--- config.mk ---
export PLATFORM = sky130hd
export DESIGN_NAME = bjk_rom_loader
export DESIGN_NICKNAME = d
export VERILOG_FILES = /design/src/rtl/bjk_rom_loader.sv
export SDC_FILE = /design/constraint.sdc
export NUM_CORES = 1
export LEC_CHECK = 0
export ABC_AREA = 1
export BUFFER_PORTS_ARGS = -buffer_cell sky130_fd_sc_hd__buf_2
export CAP_MARGIN = 40
export CELL_PAD_IN_SITES_DETAIL_PLACEMENT = 1
export CELL_PAD_IN_SITES_GLOBAL_PLACEMENT = 1
export CORE_UTILIZATION = 33
export DETAILED_ROUTE_END_ITERATION = 16
export HOLD_SLACK_MARGIN = 0.03
export MAX_ROUTING_LAYER = met4
export PLACE_DENSITY_LB_ADDON = 0.1
export REMOVE_ABC_BUFFERS = 1
export SETUP_SLACK_MARGIN = 0.2
export SLEW_MARGIN = 10
export SYNTH_ARGS = -nofsm -noshare
export SYNTH_HDL_FRONTEND = slang
export SYNTH_SLANG_ARGS = --single-unit
--- constraint.sdc ---
create_clock -name clk_sys -period 1.5 [get_ports clk_sys]
set_input_delay 0.3 -clock clk_sys [delete_from_list [all_inputs] [get_ports clk_sys]]
set_output_delay 0.3 -clock clk_sys [all_outputs]
set_load 0.05 [all_outputs]
--- src/rtl/bjk_rom_loader.sv ---
// rtl/bjk_rom_loader.sv - HPS download to Bomb Jack ROM write-port loader; optional checksum gate via ROM_CKSUM_CHECK_EN
module bjk_rom_loader #(
    parameter logic [7:0]  ROM_INDEX    = 8'd0,
    parameter logic [16:0] SND_BASE     = 17'h0A000,
    parameter logic [16:0] GFX_BASE     = 17'h0C000,
    parameter logic [16:0] MAP_BASE     = 17'h1C000,
    parameter logic [16:0] END_ADDR     = 17'h1D000,
    parameter logic [15:0] EXPECTED_SUM = 16'h0000
) (
    input  logic        clk_sys,
    input  logic        reset_n,
    input  logic        ioctl_download,
    input  logic [7:0]  ioctl_index,
    input  logic        ioctl_wr,
    input  logic [24:0] ioctl_addr,
    input  logic [7:0]  ioctl_dout,
    output logic [16:0] rom_addr,
    output logic [7:0]  rom_data,
    output logic        rom_we_cpu,
    output logic        rom_we_snd,
    output logic        rom_we_gfx,
    output logic        rom_we_map,
    output logic [17:0] byte_count,
    output logic        loading,
    output logic        load_done,
    output logic        load_err,
    output logic        core_reset
);
    typedef enum logic [2:0] {IDLE, LOAD, CHECK, DONE, ERR} state_t;

    state_t      state;
    logic        qdl;
    logic        qdl_q;
    logic        qdl_rise;
    logic        qdl_fall;
    logic        start;
    logic        in_range;
    logic        seq_err;
    logic        sum_ok;
    logic [16:0] addr17;

    assign qdl      = ioctl_download && (ioctl_index == ROM_INDEX);
    assign qdl_rise = qdl && !qdl_q;
    assign qdl_fall = !qdl && qdl_q;
    assign start    = qdl_rise && (state == IDLE || state == DONE || state == ERR);
    assign in_range = ioctl_addr < {8'd0, END_ADDR};
    assign addr17   = ioctl_addr[16:0];

`ifdef ROM_CKSUM_CHECK_EN
    logic [15:0] sum;

    always_ff @(posedge clk_sys or negedge reset_n) begin
        if (!reset_n) begin
            sum <= '0;
        end else if (start) begin
            sum <= '0;
        end else if (state == LOAD && ioctl_wr && in_range) begin
            sum <= sum + {8'd0, ioctl_dout};
        end
    end

    assign sum_ok = (sum == EXPECTED_SUM);
`else
    logic unused_expected_sum;
    assign unused_expected_sum = ^EXPECTED_SUM;
    assign sum_ok = 1'b1;
`endif

    always_ff @(posedge clk_sys or negedge reset_n) begin
        if (!reset_n) begin
            state      <= IDLE;
            qdl_q      <= 1'b0;
            rom_addr   <= '0;
            rom_data   <= '0;
            rom_we_cpu <= 1'b0;
            rom_we_snd <= 1'b0;
            rom_we_gfx <= 1'b0;
            rom_we_map <= 1'b0;
            byte_count <= '0;
            seq_err    <= 1'b0;
            loading    <= 1'b0;
            load_done  <= 1'b0;
            load_err   <= 1'b0;
            core_reset <= 1'b1;
        end else begin
            qdl_q      <= qdl;
            rom_we_cpu <= 1'b0;
            rom_we_snd <= 1'b0;
            rom_we_gfx <= 1'b0;
            rom_we_map <= 1'b0;
            load_done  <= 1'b0;
            case (state)
                IDLE, DONE, ERR: begin
                    if (qdl_rise) begin
                        state      <= LOAD;
                        loading    <= 1'b1;
                        byte_count <= '0;
                        seq_err    <= 1'b0;
                        load_err   <= 1'b0;
                        core_reset <= 1'b1;
                    end
                end
                LOAD: begin
                    // A write landing with the closing edge is still taken; its strobe falls in CHECK.
                    if (ioctl_wr) begin
                        if (in_range) begin
                            if (ioctl_addr != {7'd0, byte_count}) seq_err <= 1'b1;
                            if (byte_count != '1) byte_count <= byte_count + 18'd1;
                            rom_data <= ioctl_dout;
                            if (addr17 < SND_BASE) begin
                                rom_we_cpu <= 1'b1;
                                rom_addr   <= addr17;
                            end else if (addr17 < GFX_BASE) begin
                                rom_we_snd <= 1'b1;
                                rom_addr   <= addr17 - SND_BASE;
                            end else if (addr17 < MAP_BASE) begin
                                rom_we_gfx <= 1'b1;
                                rom_addr   <= addr17 - GFX_BASE;
                            end else begin
                                rom_we_map <= 1'b1;
                                rom_addr   <= addr17 - MAP_BASE;
                            end
                        end else begin
                            seq_err <= 1'b1;
                        end
                    end
                    if (qdl_fall) begin
                        state   <= CHECK;
                        loading <= 1'b0;
                    end
                end
                CHECK: begin
                    if (byte_count == {1'b0, END_ADDR} && !seq_err && sum_ok) begin
                        state      <= DONE;
                        load_done  <= 1'b1;
                        core_reset <= 1'b0;
                    end else begin
                        state    <= ERR;
                        load_err <= 1'b1;
                    end
                end
                default: state <= IDLE;
            endcase
        end
    end
endmodule

## After elaboration in Yosys (flattened, before gate mapping)

Index checks and enable logic that the tools add are counted.

| word-level totals | value |
|---|---|
| input bits | 45 |
| register bits after elaboration | 56 |
| word-level logic and storage cells | 103 |
| output and inout port bits | 51 |

| operators by class | value |
|---|---|
| multiplexer cells | 47 |
| $lt $le $gt $ge | 4 |
| reductions and logical operators | 19 |
| equal/unequal tests | 15 |
| $add $sub $neg | 4 |

Operators by type and width:

| kind | number |
|---|---|
| 18-bit 2-to-1 mux | 4 |
| 17-bit 2-to-1 mux | 3 |
| 18-bit one-hot mux with 2 select lines | 1 |
| 17-bit by 16-bit less-than comparator with 1-bit output, second input constant | 2 |
| 17-bit by 16-bit subtractor with 17-bit output, second input constant | 2 |
| 1-bit 2-to-1 mux | 31 |
| 25-bit by 17-bit less-than comparator with 1-bit output, second input constant | 1 |
| 25-bit by 18-bit != test with 1-bit output | 1 |
| 18-bit by 1-bit adder with 18-bit output, second input constant | 1 |
| 18-bit by 17-bit equality test with 1-bit output, second input constant | 1 |
| 18-bit != test, second input constant | 1 |
| 17-bit less-than comparator, second input constant | 1 |
| 17-bit subtractor, second input constant | 1 |
| 2-bit != test, second input constant | 7 |
| 3-bit AND reduction | 4 |
| 3-bit 2-to-1 mux | 3 |
| 3-bit one-hot mux with 3 select lines | 1 |
| 8-bit zero test | 1 |
| 1-bit one-hot mux with 2 select lines | 4 |
| 3-bit by 2-bit equality test with 1-bit output, second input constant | 2 |
| 5-bit AND reduction | 1 |
| 1-bit logical AND | 4 |
| 4-bit AND reduction | 1 |
| 2-bit nonzero test | 2 |
| 7 further kinds | 9 |

## Longest topological paths before layout

Gate-level depths: netlist of the first run.

| depth | value |
|---|---|
| depth in word-level cells | 7 |
| gate-level depth with buffers | 12 |
| gate-level depth less buffers | 11 |

## Worst setup path before layout of the first run

OpenSTA, ideal clock, no wires.

| path | value |
|---|---|
| path kind | register to register |
| from | reg byte_count[1] |
| to | reg byte_count[16] |
| path slack | -500 ps |
| cell stages (with the launch flop) | 10 |
| data arrival time | 1881 ps |
| buffers on the path | 1 |
| clock period less this slack | 2000 ps |
| required time | 1382 ps |
| path through | dfrtp_1 > ha_1 > nand3_2 > nor2_4 > nand3_1 > nand2_2 > nand2_4 > buf_2 > nand4_1 > nand2_1 |

| between the ends | value |
|---|---|
| cells in the longest elaborated chain, start to end | 5 |
| elaborated cells on any way between the ends | 8 |
| those cells by class | add/sub (1); eq/ne (2); mux (4); reduce/logical (1) |

RTL lines:

| item | line | RTL |
|---|---|---|
| from (decl) | 23 | `output logic [17:0] byte_count,` |
| from (signal assigned) | 108 | `if (byte_count != '1) byte_count <= byte_count + 18'd1;` |
| 18-bit by 1-bit adder with 18-bit output | 108 |  |
| 18-bit 2-to-1 mux | 108 |  |
| 18-bit 2-to-1 mux | 106 | `if (in_range) begin` |
| 18-bit 2-to-1 mux | 105 | `if (ioctl_wr) begin` |
| 18-bit one-hot mux with 2 select lines | 92 | `case (state)` |

Parallel ways exist; a longest one is shown, timed or not. The select of a mux whose other input is x is not followed.
A chain may end at the register's enable or synchronous reset.

## Final worst setup path of the first run

| path | value |
|---|---|
| from | reg byte_count[1] |
| to | reg state[1] |

| between the ends | value |
|---|---|
| cells in the longest elaborated chain, start to end | 4 |

RTL lines:

| item | line | RTL |
|---|---|---|
| 18-bit by 17-bit equality test with 1-bit output | 133 | `if (byte_count == {1'b0, END_ADDR} && !seq_err && sum_ok) begin` |
| 1-bit logical AND | 133 |  |
| 3-bit 2-to-1 mux | 133 |  |
| 3-bit one-hot mux with 3 select lines | 92 |  |
| to (signal assigned) | 95 | `state <= LOAD;` |
| to (signal assigned) | 134 | `state <= DONE;` |
| to (signal assigned) | 138 | `state <= ERR;` |
| to (decl) | 31 | `state_t state;` |

No other way between the ends.

==> results.yml, run 1 <==
outcome:
  status: "complete, but fails checks"
  failed_checks: "negative setup slack"
route:
  via_count: 3702
  post_drt_wl_per_cell_um: 15.7
  dr.max_layer_used: "met4"
  drt_pass1_iterations: 6
  wl_met2_um: 6010
  wl_met3_um: 461
  viasPerCell: 4.76
  drt-total-wl_um: 12200
  route.detailed.drc: 0
  drt_iter0_drc: 119
  met1Wirelength_um: 5510
  ant_nets: 0
worst_setup_path:
  cp_num_buf_inv: 3
  critical_path.max_stage_delay_ps: 450
  ff2ff_setup_slack_ps: -100
  crit_path_end_kind: "register"
  cpMaxStageDelayCell: "dfrtp_2"
  critPathRequiredTime_ps: 1740
  path_delay_family: "simple AND/OR/NAND/NOR gates"
  cp_max_fo: 4
  cp-start-kind: "register"
  critPathKind: "reg -> reg"
  path_cells: "buf_4, buf_6, inv_2, ha_4, nand2_4, nor3_4, nand3_2, nor2_2, o21ai_1, o21ai_0"
  worstPathArrival_ps: 1850
final_layout:
  area_growth_pct: 61.8
  final_layout_size_suffix_gt1_share_pct: 43.3
  fin_nets: 693
  diodes: 0
  final_core_util_pct: 54.7
  final_area_sq_um: 5330
placed_design:
  place_congestion: 0.844
  pre_cts_ws_ps: -197
  placed_cell_area_sq_um: 4360
  dp_hpwl_um: 8330
  portBuffers: 95
synth:
  syn_area_sq_um: 3290
  yosysWarningCount: 0
  synthCells: 463
  synthDistinctLibCells: 34
  synth_area_leader_cell: "dfrtp_1"
  ys_seq_area_share_pct: 42.6
  avgSynthCellArea_sq_um: 7.11
  netlist.area_leader.share_pct: 41.8
  postSynth.asyncResetShare_pct: 100
  synth_edf_count: 0
  synth_area_leaders: "dfrtp_1 (42%), nand2_1 (21%), nor2_1 (6.5%), inv_1 (4.0%), nand4_1 (3.4%)"
  synth_commonest_cells: "nand2_1 (180), nor2_1 (57), dfrtp_1 (55)"
  yosys_most_used_dff: "dfrtp_1"
  yosysMostFrequentCell: "nand2_1"
  synth_seq_cells: 56
timing:
  period_needed_ps: 1600
  finalSetupViolCount: 20
  fin_ws_ps: -104
  rsz0062_at_grt: "true"
  slew_headroom_pct: 78.5
  maxSlewViolCount: 0
  fin_setup_tns_ps: -925
  max_freq_mhz: 624
  skew_ps: 9.99
  tightest_slew_ps: 323
  period_share_pct: 107
  finalHoldViolCount: 0
grt:
  grt-ovfl-total: 0
  grt_pass1_vias: 3668
  grt_pass1_wl_um: 18400
  grt.total_usage_pct: 24.1
  antenna_found_initial: 0
  grt_max_degree: 57
pwr:
  leakagePower_uw: 0.00274
  powerDensity_nw_per_um2: 1040
  vdd_drop_max_mv: 0.666
  totalPowerFinal_uw: 5530
clock_tree:
  cts_tree: "done"
  cts_made_buffers: 5
  clkTransAtPathRegs_ps: 110
  numClockSinks: 56
  cts_root_buf: "clkbuf_8"
  cts_buffer_depth: 2
  clock_latency_ps: 320
  htreeDepth: 2
floorplanning:
  die_h_um: 102
  start_util_pct: 33.8
  die_w_um: 102
  core.rowCount: 36
  ioPinCount: 96
  coreArea_sq_um: 9730
  dieArea_sq_um: 10400
hold_path:
  hold_class: "in -> reg"
run:
  maxCapViolCount: 0
## path summary, 6_finish.rpt
path                               start      endpoint  cells past startpoint
min reg2reg                 rom_addr[10]  rom_addr[10]                      2
min in group asynchronous        reset_n  rom_addr[14]                      3
max reg2reg                byte_count[1]      state[1]                     10
min                        ioctl_dout[3]   rom_data[3]                      3
max                        byte_count[1]      state[1]                     10
max in group asynchronous        reset_n    core_reset                      3
## cell usage in the layout, fill, tap and decap left out, types with 3 or more instances in the layout
cell type,instances
nor2_4,3
o22ai_1,5
nor2_1,45
clkbuf_8,5
xnor2_1,10
buf_4,57
nand3_4,5
buf_2,73
inv_1,32
nor3_2,3
nand4_1,18
clkbuf_4,3
nand2_2,26
o21ai_0,4
inv_2,9
nand3_2,4
buf_6,32
buf_8,19
nor2_2,11
dfrtp_1,47
xor2_1,8
nand2_1,154
o21ai_1,15
buf_12,4
nand3_1,12
nand2_4,3
a21oi_1,3
dfrtp_2,8
## metal layers
layer  vias up  track usage, %
met2        92            41.7
met1      1776            29.2
li1       1817               -
met4         0            7.69
met5         -               -
met3        17            3.01
## tightest hold or removal path, cell delays in order
cell	delay, ps
buf_2	70
nand2_1	40
nand2_1	50
## state kept, by name (all words and copies together) (netlist names), 3 cells and up
name	count
rom_addr	17
byte_count	18
state	3
rom_data	8
## power breakdown
group	switching (uW)	internal, uW
Clock	519	501
Sequential	99.3	1590
Combinational	1690	1130
## what timing repair did
item / in CTS / in global routing
setup buffers: 17 / 10
hold endpoints to repair: 55 / 0
endpoints found under the setup margin: 74 / 76
hold buffers: 1 / 0
resized for setup: 136 / 47
gates cloned: 2 / 1
pin swaps: 23 / 11
## per-stage QoR
step           instances  hold WS [ps]
2_1_floorplan        445          4.41
3_3_place_gp         739           331
3_5_place_dp         739           341
4_1_cts              767           159
5_1_grt              778           170
6_report             778           171
## cells by family (layout without fill, tap and decap cells)
family	after synthesis	count (layout)	share of synthesized area, %
buf+inv	63	243	8.48
compound gates	33	33	5.59
xor+xnor	18	18	4.79
simple gates	289	291	37.0
fa+ha+maj	4	4	1.52
flops	56	56	42.6
## cell type report
class,count,area [sq um]
Timing Repair Buffer,190,1580
Clock inverter,1,30.0
Clock buffer,7,76.3
Fill cell,1227,4400
Tap cell,133,166
Multi-Input combinational cell,346,1890
Sequential cell,56,1410
Inverter,45,174
Note: power is estimated with default switching activity, not from simulation.
==> run 2, diff against run 1 <==
- CTS_BUF_LIST: unset -> sky130_fd_sc_hd__clkbuf_16
==> run 2 against run 1 <==
  * Largest power group unchanged
  * Maximum frequency shrank 3.2%
  * Sequential cell count unchanged
  * Clock-buffer cell count down 2
  * Clock skew about the same
  * The run still ends with negative setup slack left
  * Cell count down 0.26%
  * Clock power is 32% higher
  * Via count increased by 2.8%
  * Wire length up 8.2%
  * Die area did not move
  * Worst setup slack worse by 52 ps
  * Sequential power barely moved
==> results.yml, run 2 (synthesized netlist as in run 1, its figures left out) <==
pwr:
  combPwrFrac_pct: 49.8
  powerDensity_nw_per_um2: 1110
  p_clk_share_pct: 22.3
  leakagePower_uw: 0.00281
  p_sw_uw: 2480
  p_int_uw: 3590
  swShare_pct: 40.9
  power.share.sequential_pct: 27.9
  vdd_drop_max_mv: 0.699
final_layout:
  regMostFlops: "byte_count"
  largest_reg_flops: 18
  final_common_cell: "nand2_1"
  area_growth_pct: 65.8
  biggestRegsByFlops: "byte_count: 18 flops, rom_addr: 17 flops, rom_data: 8 flops"
  final_cell_mix: "nand2_1 (153), buf_2 (76), buf_4 (49)"
  fin_nets: 691
  diodes: 0
  final_layout_size_suffix_gt1_share_pct: 44.5
worst_setup_path:
  worstPathArrival_ps: 1880
  critPathKind: "reg -> reg"
  rr_worst_depth: 10
  cp_max_fo: 4
  cp-start-kind: "register"
  crit_path_end_kind: "register"
  critPathRequiredTime_ps: 1720
route:
  ant_nets: 0
  drt-total-wl_um: 13300
  post_drt_wl_per_cell_um: 17.1
  viasPerCell: 4.90
  via_count: 3806
  drt_pass1_iterations: 6
  route.detailed.drc: 0
  drt_iter0_drc: 107
clock_tree:
  cts_root_buf: "clkbuf_16"
  numClockSinks: 56
  cts_buffer_depth: 2
  clock_latency_ps: 300
  cts_made_buffers: 5
  clkTransAtPathRegs_ps: 80
  cts_tree: "done"
  htreeDepth: 2
timing:
  fin_ws_ps: -156
  fin_setup_tns_ps: -1920
  maxSlewViolCount: 0
  finalHoldViolCount: 0
  period_needed_ps: 1660
  skew_ps: 9.51
  rsz0062_at_grt: "true"
  slew_headroom_pct: 77.9
  period_share_pct: 110
  tightest_slew_ps: 331
  max_freq_mhz: 604
  finalSetupViolCount: 24
grt:
  grt-ovfl-total: 0
  grt_max_degree: 57
  grt.total_usage_pct: 23.6
  grt_pass1_vias: 3581
  antenna_found_initial: 0
  grt_pass1_wl_um: 18000
floorplanning:
  start_util_pct: 33.8
  coreArea_sq_um: 9730
  ioPinCount: 96
  core.rowCount: 36
  die_w_um: 102
  die_h_um: 102
  dieArea_sq_um: 10400
placed_design:
  portBuffers: 95
  pre_cts_ws_ps: -197
  dp_hpwl_um: 8330
  place_congestion: 0.844
hold_path:
  worst_hold_path.num_cells: 3
  hold_class: "in -> reg"
run:
  maxCapViolCount: 0
outcome:
  status: "complete, but fails checks"
  failed_checks: "negative setup slack"
-- run 2: changes by cell type in the layout (fill, tap and decap cells not counted), sizes merged --
cell,change
clkbuf,-4
inv,+2
-- run 2: path summary, 6_finish.rpt --
check,slack (ps),end,start
setup / recovery,-160,state[1],byte_count[1]
hold / removal,190,rom_data[0],ioctl_dout[0]
setup reg to reg,-160,state[1],byte_count[1]
hold reg to reg,470,rom_addr[9],rom_addr[9]
max in group asynchronous,650,core_reset,reset_n
min in group asynchronous,530,rom_addr[14],reset_n
-- run 2: stage by stage --
| stage | total power, uW | hold WS, ps | cell area (sq um) | cells | util, % |
|---|---|---|---|---|---|
| finish | 6070 | 193 | 5460 | 776 | 56.1 |
| global placement | 3620 | 331 | 4360 | 739 | 44.8 |
| floorplan | 2670 | 4.41 | 3180 | 445 | - |
| CTS | 5430 | 196 | 5040 | 760 | 51.9 |
| global route | 6300 | 196 | 5460 | 776 | 56.1 |
| detailed placement | 3630 | 341 | 4360 | 739 | 44.8 |
-- run 2: critical path, cell delays in order (launching register included) --
cell and delay, ps:
dfrtp_2 460, buf_4 160, buf_6 100, inv_2 60, ha_4 120, nand2_2 50
nor3_2 140, nand3_2 150, nor2_4 150, o21ai_1 100, o21ai_1 100
-- run 2: cell type report --
cell class / instances / area (sq um)
clock buffers: 5 / 125
repair buffers: 188 / 1610
multi-input cells: 346 / 1930
well taps: 133 / 166
fillers: 1212 / 4270
inverters: 45 / 176
flip-flops and latches: 56 / 1410
clock inverters: 3 / 37.5
-- run 2: what timing repair did --
item / in CTS / in global routing
endpoints found under the hold margin: 31 / 0
gates cloned: 2 / 4
resized for setup: 124 / 73
setup buffers: 10 / 12
setup endpoints to repair: 74 / 74
pin swaps: 22 / 24
hold buffers: 1 / 0
-- run 2: power groups by stage --
stage	Combinational (uW)	Sequential, uW	Clock, uW
floorplan	831	1840	0
global placement	1930	1680	0
detailed placement	1940	1690	0
CTS	2380	1680	1380
global route	3180	1700	1430
finish	3030	1690	1350
-- run 2: per-layer routing --
metal / GRT usage [%] / vias to the layer above / share of wire [%]
li1: - / 1821 / -
met1: 28.4 / 1839 / 42
met2: 41.7 / 124 / 51
met3: 3.08 / 22 / 4.7
met4: 5.71 / 0 / 3.0
met5: - / - / 0
==> run 3, diff against run 2 <==
- CORE_MARGIN: unset -> 2
==> run 3 against run 2 <==
  * The flow still finishes with violations (negative setup slack)
  * Critical path depth is 1 lower
  * Core utilization rose by 3.2 points
  * Combinational power up 5%
  * Largest cell class unchanged
  * Highest routed layer unchanged
==> results.yml, run 3 (synthesized netlist as in run 1, its figures left out) <==
grt:
  antenna_found_initial: 0
  grt_pass1_wl_um: 20900
  grt_max_degree: 57
  grt.total_usage_pct: 24.9
  grt_pass1_vias: 3989
  grt-ovfl-total: 0
timing:
  max_freq_mhz: 625
  rsz0062_at_grt: "true"
  slew_headroom_pct: 77.6
  fin_setup_tns_ps: -2990
  skew_ps: 7.59
  fin_ws_ps: -99.5
  finalHoldViolCount: 0
  maxSlewViolCount: 0
  holdWs_ps: 201
  tightest_slew_ps: 335
  period_share_pct: 107
  finalSetupViolCount: 48
  period_needed_ps: 1600
worst_setup_path:
  crit_path_end_kind: "register"
  critPathKind: "reg -> reg"
  critPathRequiredTime_ps: 1690
  worstPathArrival_ps: 1790
  cp_max_fo: 3
  cp-start-kind: "register"
clock_tree:
  cts_made_buffers: 5
  htreeDepth: 2
  numClockSinks: 56
  cts_tree: "done"
  clock_latency_ps: 300
  cts_root_buf: "clkbuf_16"
  cts_buffer_depth: 2
  clkTransAtPathRegs_ps: 80
final_layout:
  largest_reg_flops: 18
  final_area_sq_um: 5760
  final_layout_size_suffix_gt1_share_pct: 51.1
  fin_nets: 694
  final_common_cell: "nand2_1"
  area_growth_pct: 75.1
  diodes: 0
  final_cell_mix: "nand2_1 (125), buf_2 (74), buf_4 (52)"
  regMostFlops: "byte_count"
  biggestRegsByFlops: "byte_count: 18 flops, rom_addr: 17 flops, rom_data: 8 flops"
route:
  route.detailed.drc: 0
  via_count: 3882
  ant_nets: 0
  viasPerCell: 4.98
  drt_pass1_iterations: 4
  drt_iter0_drc: 131
  post_drt_wl_per_cell_um: 18.4
  drt-total-wl_um: 14300
pwr:
  powerDensity_nw_per_um2: 1080
  combPwrFrac_pct: 50.9
  p_int_uw: 3600
  p_sw_uw: 2620
  power.share.sequential_pct: 26.9
  swShare_pct: 42.1
  vdd_drop_max_mv: 1.04
  leakagePower_uw: 0.00289
  p_clk_share_pct: 22.2
placed_design:
  dp_hpwl_um: 8420
  place_congestion: 0.842
  portBuffers: 95
  placed_cell_area_sq_um: 4320
outcome:
  status: "complete, but fails checks"
  failed_checks: "negative setup slack"
floorplanning:
  die_w_um: 104
  core.rowCount: 36
  start_util_pct: 33.8
  ioPinCount: 96
  coreArea_sq_um: 9730
  die_h_um: 104
  dieArea_sq_um: 10800
run:
  maxCapViolCount: 0
hold_path:
  hold_class: "in -> reg"
==> run 3: cell types whose count changed in the layout (fill, tap and decap cells not counted), sizes merged <==
cell,delta
nand3,+1
buf,+2
clkinv,+1
inv,-1
==> run 3: stage by stage <==
step                power, uW  setup slack [ps]  util [%]  cells
finish                   6230             -99.5      59.2    779
global placement         3590              -132      44.4    736
detailed placement       3640              -182      44.4    736
global route             6480              -184      59.2    779
CTS                      5610             -19.7      53.8    765
floorplan                2670              -604         -    445
==> run 3: worst paths after layout <==
kind | startpoint | cells past startpoint | slack (ps) | endpoint
max reg2reg | byte_count[0] | 9 | -100 | seq_err
max | byte_count[0] | 9 | -100 | seq_err
min reg2reg | rom_data[0] | 2 | 480 | rom_data[0]
min | ioctl_dout[5] | 3 | 200 | rom_data[5]
min in group asynchronous | reset_n | 3 | 520 | rom_addr[13]
max in group asynchronous | reset_n | 3 | 650 | core_reset
==> run 3: power by group through the flow <==
stage / clock network, uW / logic (uW) / registers [uW]
global route: 1450 / 3350 / 1680
floorplan: 0 / 831 / 1840
detailed placement: 0 / 1970 / 1670
finish: 1380 / 3170 / 1680
global placement: 0 / 1920 / 1670
CTS: 1380 / 2570 / 1660
==> run 3: what timing repair did <==
item,in CTS,in global routing
setup buffers,12,13
cloned,8,1
endpoints found under the hold margin,15,0
pin swaps,12,19
gates resized for setup,148,112
setup endpoints to repair,73,76
hold buffers,1,0
==> run 3: per-layer routing <==
| metal | GRT usage, % | wire length [um] |
|---|---|---|
| met1 | 30.9 | 5930 |
| met4 | 7.72 | 368 |
| met3 | 3.63 | 577 |
| met5 | - | 0 |
| met2 | 42.1 | 7460 |
==> run 3: final cells by class <==
type | instances | area (sq um)
Tap cell | 133 | 166
Inverter | 45 | 194
Fill cell | 1201 | 3970
Timing Repair Buffer | 190 | 1690
Clock buffer | 5 | 125
Clock inverter | 3 | 37.5
Sequential cell | 56 | 1410
Multi-Input combinational cell | 347 | 2140
==> run 3: critical path, cell delays in order, from the launching register on <==
cell and delay [ps]:
dfrtp_2 460, buf_6 140, buf_6 120, xor2_2 130, nor2_1 110, nand2_1 90, nor2_2 150, nand3_1 100
nand2_1 110, nand2_1 70
